**config.mk**
```make
export PLATFORM = sky130hd
export DESIGN_NAME = auth_ctrl_param_flat
export DESIGN_NICKNAME = d
export VERILOG_FILES = /design/src/rtl/auth_ctrl_param_pkg.sv /design/src/rtl/auth_ctrl_param_if.sv /design/src/rtl/auth_ctrl_param_cred_rom.sv /design/src/rtl/auth_ctrl_param.sv /design/src/flat_wrapper.sv
export SDC_FILE = /design/constraint.sdc
export NUM_CORES = 1
export LEC_CHECK = 0
export CAP_MARGIN = 20
export CORE_MARGIN = 3
export CORE_UTILIZATION = 58
export CTS_CLUSTER_DIAMETER = 30
export DETAILED_ROUTE_END_ITERATION = 6
export PLACE_DENSITY_LB_ADDON = 0.12
export SETUP_SLACK_MARGIN = 0.2
export SYNTH_ARGS = -nofsm -noshare
export SYNTH_HDL_FRONTEND = slang
export SYNTH_SLANG_ARGS = --single-unit
```
**constraint.sdc**
```tcl
create_clock -name clk -period 2.04 [get_ports clk]
set_input_delay 0.306 -clock clk [delete_from_list [all_inputs] [get_ports clk]]
set_output_delay 0.306 -clock clk [all_outputs]
set_load 0.02 [all_outputs]
```
**src/rtl/auth_ctrl_param_pkg.sv**
```systemverilog
// auth_pkg: FSM states and credential tables for the parametrised login controller.
package auth_pkg;
  typedef enum logic [2:0] {ENTER_ID, CHECK_ID, ENTER_PW, CHECK_PW, LOGGED_IN, LOCKED} state_t;
  localparam int GUEST_ID = 0;
  localparam int PSWD_STRIDE = 4;
  // Player k's ID is k in decimal, zero-padded; digit 0 is the most significant.
  function automatic int id_digit(input int k, input int i, input int n);
    int v;
    v = k;
    for (int j = 0; j < n - 1 - i; j++) v = v / 10;
    return v % 10;
  endfunction
  // Passwords run 1,2,3,4 / 5,6,7,8 / 9,0,1,2 / 3,4,5,6 ... modulo 10.
  function automatic int pswd_digit(input int k, input int i);
    return ((k - 1) * PSWD_STRIDE + i + 1) % 10;
  endfunction
endpackage

```
**src/rtl/auth_ctrl_param_if.sv**
```systemverilog
// auth_ctrl_param_if: keypad-side inputs and session outputs of the login controller.
interface auth_ctrl_param_if #(
  parameter int DIGIT_W = 4,
  parameter int PID_W = 3,
  parameter int FAIL_W = 2
);
  logic [DIGIT_W-1:0] user_digit;
  logic user_load;
  logic logout_req;
  logic logged_in;
  logic [PID_W-1:0] player_id;
  logic is_guest;
  logic id_correct;
  logic locked_out;
  logic [FAIL_W-1:0] fail_cnt;
  modport master (
    output user_digit, user_load, logout_req,
    input logged_in, player_id, is_guest, id_correct, locked_out, fail_cnt
  );
  modport slave (
    input user_digit, user_load, logout_req,
    output logged_in, player_id, is_guest, id_correct, locked_out, fail_cnt
  );
endinterface

```
**src/rtl/auth_ctrl_param_cred_rom.sv**
```systemverilog
// auth_cred_rom: combinational ID lookup and password compare against the credential table.
module auth_cred_rom
  import auth_pkg::*;
#(
  parameter int DIGIT_W = 4,
  parameter int ID_DIGITS = 2,
  parameter int PSWD_DIGITS = 4,
  parameter int NUM_PLAYERS = 4,
  parameter int PID_W = 3,
  parameter int BUF_W = 16
) (
  input  logic [BUF_W-1:0] buf_q,
  input  logic [PID_W-1:0] idx,
  output logic id_hit,
  output logic [PID_W-1:0] hit_index,
  output logic pswd_match
);
  localparam int ID_W = ID_DIGITS * DIGIT_W;
  localparam int PW_W = PSWD_DIGITS * DIGIT_W;
  logic [NUM_PLAYERS-1:0] id_m, pw_m;
  for (genvar k = 1; k <= NUM_PLAYERS; k++) begin : g_pl
    logic [ID_W-1:0] id_k;
    logic [PW_W-1:0] pw_k;
    for (genvar i = 0; i < ID_DIGITS; i++) begin : g_id
      assign id_k[(ID_DIGITS-1-i)*DIGIT_W +: DIGIT_W] = DIGIT_W'(id_digit(k, i, ID_DIGITS));
    end
    for (genvar i = 0; i < PSWD_DIGITS; i++) begin : g_pw
      assign pw_k[(PSWD_DIGITS-1-i)*DIGIT_W +: DIGIT_W] = DIGIT_W'(pswd_digit(k, i));
    end
    assign id_m[k-1] = buf_q[ID_W-1:0] == id_k;
    assign pw_m[k-1] = buf_q[PW_W-1:0] == pw_k;
  end
  always_comb begin
    id_hit = 1'b0;
    hit_index = '0;
    pswd_match = 1'b0;
    for (int k = 0; k < NUM_PLAYERS; k++) begin
      if (id_m[k] && !id_hit) begin
        id_hit = 1'b1;
        hit_index = PID_W'(k + 1);
      end
      if (idx == PID_W'(k + 1)) pswd_match = pw_m[k];
    end
  end
endmodule

```
**src/rtl/auth_ctrl_param.sv**
```systemverilog
// auth_ctrl_param: single-FSM ID + password login with lockout and password-entry timeout.
module auth_ctrl_param
  import auth_pkg::*;
#(
  parameter int DIGIT_W = 4,
  parameter int ID_DIGITS = 2,
  parameter int PSWD_DIGITS = 4,
  parameter int NUM_PLAYERS = 4,
  parameter int PID_W = 3,
  parameter int MAX_TRIES = 3,
  parameter int LOCK_CYCLES = 500,
  parameter int TIMEOUT_CYCLES = 1000
) (
  input logic clk,
  input logic rst,
  auth_ctrl_param_if.slave bus
);
  localparam int FCW = $clog2(MAX_TRIES + 1);
  localparam int BUF_D = ID_DIGITS > PSWD_DIGITS ? ID_DIGITS : PSWD_DIGITS;
  localparam int BUF_W = BUF_D * DIGIT_W;
  localparam int ID_W = ID_DIGITS * DIGIT_W;
  localparam int DCW = $clog2(BUF_D + 1);
  localparam int TMAX = LOCK_CYCLES > TIMEOUT_CYCLES ? LOCK_CYCLES : TIMEOUT_CYCLES;
  localparam int TW = $clog2(TMAX + 1);
  state_t st, st_n;
  logic [BUF_W-1:0] dbuf, dbuf_n;
  logic [DCW-1:0] dcnt, dcnt_n;
  logic [TW-1:0] tmr, tmr_n;
  logic [PID_W-1:0] idx, idx_n, pid, pid_n, hit_index;
  logic [FCW-1:0] fcnt, fcnt_n;
  logic li, li_n, gst, gst_n, idc, idc_n, lck, lck_n;
  logic load, fail, id_hit, pswd_match;
  assign load = bus.user_load && (st == ENTER_ID || st == ENTER_PW);
  auth_cred_rom #(
    .DIGIT_W(DIGIT_W), .ID_DIGITS(ID_DIGITS), .PSWD_DIGITS(PSWD_DIGITS),
    .NUM_PLAYERS(NUM_PLAYERS), .PID_W(PID_W), .BUF_W(BUF_W)
  ) u_rom (
    .buf_q(dbuf), .idx(idx), .id_hit(id_hit), .hit_index(hit_index), .pswd_match(pswd_match)
  );
  always_comb begin
    st_n = st;
    dbuf_n = load ? {dbuf[BUF_W-DIGIT_W-1:0], bus.user_digit} : dbuf;
    dcnt_n = load ? dcnt + DCW'(1) : dcnt;
    tmr_n = '0;
    idx_n = idx;
    pid_n = pid;
    fcnt_n = fcnt;
    li_n = li;
    gst_n = gst;
    idc_n = idc;
    lck_n = lck;
    fail = 1'b0;
    case (st)
      ENTER_ID: if (load && dcnt == DCW'(ID_DIGITS - 1)) begin
        st_n = CHECK_ID;
        dcnt_n = '0;
      end
      CHECK_ID: begin
        dbuf_n = '0;
        if (dbuf[ID_W-1:0] == '0) begin
          st_n = LOGGED_IN;
          li_n = 1'b1;
          gst_n = 1'b1;
          pid_n = PID_W'(GUEST_ID);
        end else if (id_hit) begin
          st_n = ENTER_PW;
          idc_n = 1'b1;
          idx_n = hit_index;
        end else fail = 1'b1;
      end
      ENTER_PW: if (load && dcnt == DCW'(PSWD_DIGITS - 1)) begin
        st_n = CHECK_PW;
        dcnt_n = '0;
      end else if (!load && tmr == TW'(TIMEOUT_CYCLES - 1)) begin
        st_n = ENTER_ID;
        idc_n = 1'b0;
        dbuf_n = '0;
        dcnt_n = '0;
      end else if (!load) tmr_n = tmr + TW'(1);
      CHECK_PW: begin
        dbuf_n = '0;
        idc_n = 1'b0;
        if (pswd_match) begin
          st_n = LOGGED_IN;
          li_n = 1'b1;
          pid_n = idx;
          fcnt_n = '0;
        end else fail = 1'b1;
      end
      LOGGED_IN: if (bus.logout_req) begin
        st_n = ENTER_ID;
        li_n = 1'b0;
        gst_n = 1'b0;
        pid_n = '0;
        idc_n = 1'b0;
        dbuf_n = '0;
      end
      LOCKED: if (tmr == TW'(LOCK_CYCLES - 1)) begin
        st_n = ENTER_ID;
        lck_n = 1'b0;
        fcnt_n = '0;
      end else tmr_n = tmr + TW'(1);
      default: st_n = ENTER_ID;
    endcase
    // A failure that reaches MAX_TRIES diverts to LOCKED instead of ENTER_ID.
    if (fail) begin
      fcnt_n = fcnt + FCW'(1);
      lck_n = fcnt_n == FCW'(MAX_TRIES);
      st_n = lck_n ? LOCKED : ENTER_ID;
    end
  end
  always_ff @(posedge clk or negedge rst) begin
    if (!rst) begin
      st <= ENTER_ID;
      dbuf <= '0;
      dcnt <= '0;
      tmr <= '0;
      idx <= '0;
      pid <= '0;
      fcnt <= '0;
      li <= 1'b0;
      gst <= 1'b0;
      idc <= 1'b0;
      lck <= 1'b0;
    end else begin
      st <= st_n;
      dbuf <= dbuf_n;
      dcnt <= dcnt_n;
      tmr <= tmr_n;
      idx <= idx_n;
      pid <= pid_n;
      fcnt <= fcnt_n;
      li <= li_n;
      gst <= gst_n;
      idc <= idc_n;
      lck <= lck_n;
    end
  end
  assign bus.logged_in = li;
  assign bus.player_id = pid;
  assign bus.is_guest = gst;
  assign bus.id_correct = idc;
  assign bus.locked_out = lck;
  assign bus.fail_cnt = fcnt;
endmodule

```
**src/flat_wrapper.sv**
```systemverilog
// flat-port wrapper written by rule: the top's interface ports become plain ports
module auth_ctrl_param_flat import auth_pkg::*;
#(
  parameter int DIGIT_W = 4,
  parameter int ID_DIGITS = 2,
  parameter int PSWD_DIGITS = 4,
  parameter int NUM_PLAYERS = 4,
  parameter int PID_W = 3,
  parameter int MAX_TRIES = 3,
  parameter int LOCK_CYCLES = 500,
  parameter int TIMEOUT_CYCLES = 1000
)
  (clk, rst, bus_user_digit, bus_user_load, bus_logout_req, bus_logged_in, bus_player_id, bus_is_guest, bus_id_correct, bus_locked_out, bus_fail_cnt);
  auth_ctrl_param_if #(.DIGIT_W(DIGIT_W), .PID_W(PID_W), .FAIL_W(2)) bus_i ();
  input logic clk;
  input logic rst;
  input wire logic [$bits(bus_i.user_digit)-1:0] bus_user_digit;
  input wire logic [$bits(bus_i.user_load)-1:0] bus_user_load;
  input wire logic [$bits(bus_i.logout_req)-1:0] bus_logout_req;
  output wire logic [$bits(bus_i.logged_in)-1:0] bus_logged_in;
  output wire logic [$bits(bus_i.player_id)-1:0] bus_player_id;
  output wire logic [$bits(bus_i.is_guest)-1:0] bus_is_guest;
  output wire logic [$bits(bus_i.id_correct)-1:0] bus_id_correct;
  output wire logic [$bits(bus_i.locked_out)-1:0] bus_locked_out;
  output wire logic [$bits(bus_i.fail_cnt)-1:0] bus_fail_cnt;
  assign bus_i.user_digit = bus_user_digit;
  assign bus_i.user_load = bus_user_load;
  assign bus_i.logout_req = bus_logout_req;
  assign bus_logged_in = bus_i.logged_in;
  assign bus_player_id = bus_i.player_id;
  assign bus_is_guest = bus_i.is_guest;
  assign bus_id_correct = bus_i.id_correct;
  assign bus_locked_out = bus_i.locked_out;
  assign bus_fail_cnt = bus_i.fail_cnt;
  auth_ctrl_param #(.DIGIT_W(DIGIT_W), .ID_DIGITS(ID_DIGITS), .PSWD_DIGITS(PSWD_DIGITS), .NUM_PLAYERS(NUM_PLAYERS), .PID_W(PID_W), .MAX_TRIES(MAX_TRIES), .LOCK_CYCLES(LOCK_CYCLES), .TIMEOUT_CYCLES(TIMEOUT_CYCLES)) u_core (.clk(clk), .rst(rst), .bus(bus_i));
endmodule
```
; ---- Word-level counts from Yosys, hierarchy flattened
; Index checks and enable logic that the tools add are counted.
[word_totals]
regBits = 44
inputBits = 8
output_inout_bits = 9
[classes]
addsub = 3
eq_ne = 35
n_mux = 62
bitwise = 1
n_reduce_logical = 28
[ops]
columns = op, count
row1 = $mux W16, 4
row2 = $mux W3, 19
row3 = $pmux W16 S3, 1
row4 = $mux W10, 4
row5 = $mux W1, 22
row6 = $pmux W10 S2, 1
row7 = $pmux W3 S6, 1
row8 = $eq A16 B13 Y1 const B, 1
row9 = $eq A16 B14 Y1 const B, 1
row10 = $eq A16 B15 Y1 const B, 1
row11 = $eq A16 B16 Y1 const B, 1
row12 = $eq A8 B2 Y1 const B, 2
row13 = $eq A3 B2 Y1 const B, 5
row14 = $reduce_and A6 Y1, 2
row15 = $add A10 B1 Y10 const B, 1
row16 = $eq A10 B10 Y1 const B, 1
row17 = $eq A10 B9 Y1 const B, 1
row18 = $eq A3 B1 Y1 const B, 3
row19 = $eq A3 B3 Y1 const B, 3
row20 = $pmux W3 S3, 1
row21 = $reduce_and A3 Y1, 3
row22 = $eq A8 B1 Y1 const B, 1
row23 = $eq A8 B3 Y1 const B, 1
row24 = $logic_not A8 Y1, 1
row25 = other kinds (26), 48

; ---- Longest topological paths before layout
[depth]
word_depth = 16
ltp_mapped = 7
depth_no_buf = 7

; ---- Modules after synthesis
; A second synthesis with hierarchy kept.
[unflattened]
hier_cells = 242
hier_area_um2 = 2327.2
[modules_own_cells]
columns = mod, instances, cells_each, area_per_inst_um2
row1 = auth_ctrl_param, 1, 215, 2124.5
row2 = auth_cred_rom, 1, 27, 202.7

; ---- Worst setup path before layout
; Ideal clock, no wire load.
[synth_path]
kind = register to register
start = register u_core.dbuf[6]
end = register u_core.st[2]
t_arrival_ns = 1.617
required_time_ns = 1.901
path_slack_ns = 0.284
stages_incl_launch_ff = 6
n_path_buf = 0
cell_sequence = dfrtp_1 -> or4_4 -> o31ai_4 -> nor2_2 -> a41oi_2 -> nand4_1
[synth_via]
elab_chain_cells = 16
elab_cells_between_ends = 37
[synth_rtl]
columns = element, line
row1 = start: declaration, auth_ctrl_param.sv:26  ; logic [BUF_W-1:0] dbuf, dbuf_n;
row2 = start signal: assignment, auth_ctrl_param.sv:127  ; dbuf <= dbuf_n;
row3 = $eq A8 B1 Y1, auth_ctrl_param_cred_rom.sv:30  ; assign id_m[k-1] = buf_q[ID_W-1:0] == id_k;
row4 = $mux W1, auth_ctrl_param_cred_rom.sv:38  ; if (id_m[k] && !id_hit) begin
row5 = $logic_not A1 Y1, auth_ctrl_param_cred_rom.sv:38
row6 = $logic_and A1 B1 Y1, auth_ctrl_param_cred_rom.sv:38
row7 = $mux W1, auth_ctrl_param_cred_rom.sv:38
row8 = $logic_not A1 Y1, auth_ctrl_param_cred_rom.sv:38
row9 = $logic_and A1 B1 Y1, auth_ctrl_param_cred_rom.sv:38
row10 = $mux W1, auth_ctrl_param_cred_rom.sv:38
row11 = $logic_not A1 Y1, auth_ctrl_param_cred_rom.sv:38
row12 = $logic_and A1 B1 Y1, auth_ctrl_param_cred_rom.sv:38
row13 = $mux W1, auth_ctrl_param_cred_rom.sv:38
row14 = $mux W1, auth_ctrl_param.sv:65  ; end else if (id_hit) begin
row15 = $mux W1, auth_ctrl_param.sv:60  ; if (dbuf[ID_W-1:0] == '0) begin
row16 = $pmux W1 S2, auth_ctrl_param.sv:53  ; case (st)
row17 = "$ne A4 B3 Y1 (no line), or another cell as far along", n/a
row18 = $reduce_and A6 Y1 (no line), n/a
row19 = end signal: assignment, auth_ctrl_param.sv:126  ; st <= st_n;
row20 = end: declaration, auth_ctrl_param.sv:25  ; state_t st, st_n;
; Several ways; a longest one is shown, not always the timed one.
; A chain may end at the register's enable or synchronous reset.

; ---- Final worst setup path
; Same ends and word-level chain as after synthesis.

==> flow_metrics.env <==
export IMPL_status="finished clean"
export IMPL_syn_area_um2=2460
export IMPL_ys_ff_latch=44
export IMPL_max_freq_ghz=0.553
export IMPL_grt_max_degree=22
export IMPL_wl_per_cell_um=15.5
export IMPL_endpoint_kind="flop"
export IMPL_gr_total_overflow=0
export IMPL_cts_sinks=44
export IMPL_ant_nets=0
export IMPL_min_period_ps=1810
export IMPL_start_util_pct=60.6
export IMPL_fp_dieW_um=71.1
export IMPL_hpwl_mm=3.73
export IMPL_final_cell_mix="50 x nand2_1, 38 x dfrtp_1, 26 x nor2_1, 22 x a21oi_1, 15 x clkdlybuf4s50_1"
export IMPL_synth_edf_count=0
export IMPL_die_y_um=71.1
export IMPL_dieArea_um2=5060
export IMPL_cts_tree="yes"
export IMPL_cts_buffer_depth=2
export IMPL_maxCapViolations=0
export IMPL_rsz0062_at_grt="no"
export IMPL_syn_avg_cell_area_um2=8.78
export IMPL_critPathKind="reg2reg"
export IMPL_yosys_cell_types_count=54
export IMPL_fin_crit_sh_pct=88.7
export IMPL_io_pins=17
export IMPL_route_vias_total=2099
export IMPL_synth_ff_type="dfrtp_1"
export IMPL_cellPowerDensity_nw_per_um2=576
export IMPL_synthCells=280
export IMPL_syn2layout_area_growth_pct=19.1
export IMPL_grt_total_usage_pct=22.6
export IMPL_worst_pin_slew_ps=541
export IMPL_cellLeakagePower_nw=1.20
export IMPL_final_max_slew_viol_count=0
export IMPL_grt_pass1_wl_mm=9.13
export IMPL_crit_fanout=7
export IMPL_first_pass_iters=5
export IMPL_io_buffers=16
export IMPL_synthTopCellsByArea="dfrtp_1 45%, nand2_1 7.6%, a21oi_1 4.5%"
export IMPL_final_common_cell="nand2_1"
export IMPL_ys_warn_count=0
export IMPL_maxSlewHeadroom_pct=63.9
export IMPL_placed_area_um2=2700
export IMPL_synth_top_cell_by_area="dfrtp_1"
export IMPL_insertion_delay_ps=300
export IMPL_fin_cells=355
export IMPL_drt_iter0_drc=160
export IMPL_wl_mm=5.50
export IMPL_clockRootBuffer="clkbuf_8"
export IMPL_drc_errors=0
export IMPL_rows=23
export IMPL_hp_class="reg2reg"
export IMPL_synthesis_nets=293
export IMPL_required_ps=2210
export IMPL_power_mw=1.69
export IMPL_ys_seq_area_share_pct=44.8
export IMPL_final_setup_viol_count=0
export IMPL_vdd_drop_max_mv=0.465
export IMPL_dp_cells=343
export IMPL_drive_gt1_share_pct=14.1
export IMPL_skew_ps=6.38
export IMPL_hold_viol=0
export IMPL_numCtsBuffers=5
export IMPL_synth_top_area_share_pct=44.8
export IMPL_holdWs_ps=483
export IMPL_antenna_found_initial=0
export IMPL_final_area_um2=2930
export IMPL_viasPerCell=5.91
export IMPL_cts_max_level=2
export IMPL_fin_tns_setup_ps=0
export IMPL_cts_clk_slew_worst_paths_ps=80
export IMPL_cp_arrival_ps=1980
export IMPL_diodes=0
export IMPL_startpoint_type="flop"
export IMPL_grt_pass1_vias=1970
export IMPL_core_um2=4060
export IMPL_place_congestion=0.823
export IMPL_nNetsFinal=317
export IMPL_synth_async_reset_ratio_pct=100
[power breakdown]
part	total (mW)	leakage [nW]	switching [mW]	internal, mW
combinational	0.0643	0.582	0.0347	0.0296
clock	0.734	0.0645	0.302	0.432
sequential	0.888	0.550	0.0123	0.876
[timing repair]
action | CTS | global route
endpoints found under the setup margin | 6 | 7
hold endpoints to repair | 19 | 0
setup buffers | 0 | 3
gates resized for setup | 6 | 11
hold buffers | 1 | 0
pin swaps | 0 | 2
[through the flow]
stage / utilization, % / setup slack (ps)
after floorplan: - / 284
after global placement: 66.6 / 203
after detailed placement: 66.6 / 142
after CTS: 70.5 / 196
after global routing: 72.2 / 179
final: 72.2 / 231
[cell type report]
| type | instances | area [um^2] |
|---|---|---|
| repair buffers | 30 | 267 |
| inverters | 14 | 52.6 |
| clock buffers | 7 | 96.3 |
| well taps | 50 | 62.6 |
| fillers | 305 | 1130 |
| multi-input cells | 209 | 1310 |
| flip-flops and latches | 44 | 1110 |
| clock inverters | 1 | 30.0 |
[Yosys cell counts, drive strengths merged (5+ instances only)]
cell type  number
nand3          14
a211oi          6
buf             5
dfrtp          44
o21ai           6
xnor2           5
a21oi          22
nor2           27
inv            14
nand4           5
nand2          50
nand4b          6
clkbuf          8
ha              5
[registers in the layout, indices dropped and copies added (netlist names)]
name,flops
u_core.bus.logged_in,1
u_core.bus.player_id,3
u_core.bus.is_guest,1
u_core.bus.fail_cnt,2
u_core.tmr,10
u_core.bus.locked_out,1
u_core.idx,3
u_core.dcnt,3
u_core.dbuf,16
u_core.st,3
u_core.bus.id_correct,1
[path summary, 6_finish.rpt]
| kind | slack (ps) | cells after the start | end | startpoint |
|---|---|---|---|---|
| max | 230 | 5 | u_core.st[2] | u_core.dbuf[6] |
| max in group asynchronous | 990 | 3 | u_core.dbuf[1] | rst |
| min | 480 | 2 | u_core.bus.is_guest | u_core.bus.is_guest |
| max reg2reg | 230 | 5 | u_core.st[2] | u_core.dbuf[6] |
| min reg2reg | 480 | 2 | u_core.bus.is_guest | u_core.bus.is_guest |
| min in group asynchronous | 490 | 2 | u_core.bus.logged_in | rst |
[per-layer routing]
layer  up-vias  track usage, %  share of wire (%)
met1       990            31.3                 47
met3        10            3.41                3.6
li1       1048               -                  -
met5         -               0                  0
met2        51            35.1                 48
met4         0            10.4                1.5
[cells by family (layout without fill, tap and decap cells)]
family / count (synthesis) / after routing / share of synthesized area, %
compound gates: 59 / 59 / 16.4
flops: 44 / 44 / 44.8
buf+inv: 27 / 52 / 4.27
mux: 1 / 1 / 0.407
simple gates: 135 / 135 / 28.4
xor+xnor: 9 / 9 / 3.21
fa+ha+maj: 5 / 5 / 2.54
[worst max-delay path: stages (launching register included)]
cell and delay (ps):
dfrtp_2 460, or4_4 570, o31ai_4 280, nor2_2 70
a41oi_2 190, nand4_1 110
No activity file was read; power rests on OpenSTA's default activity.
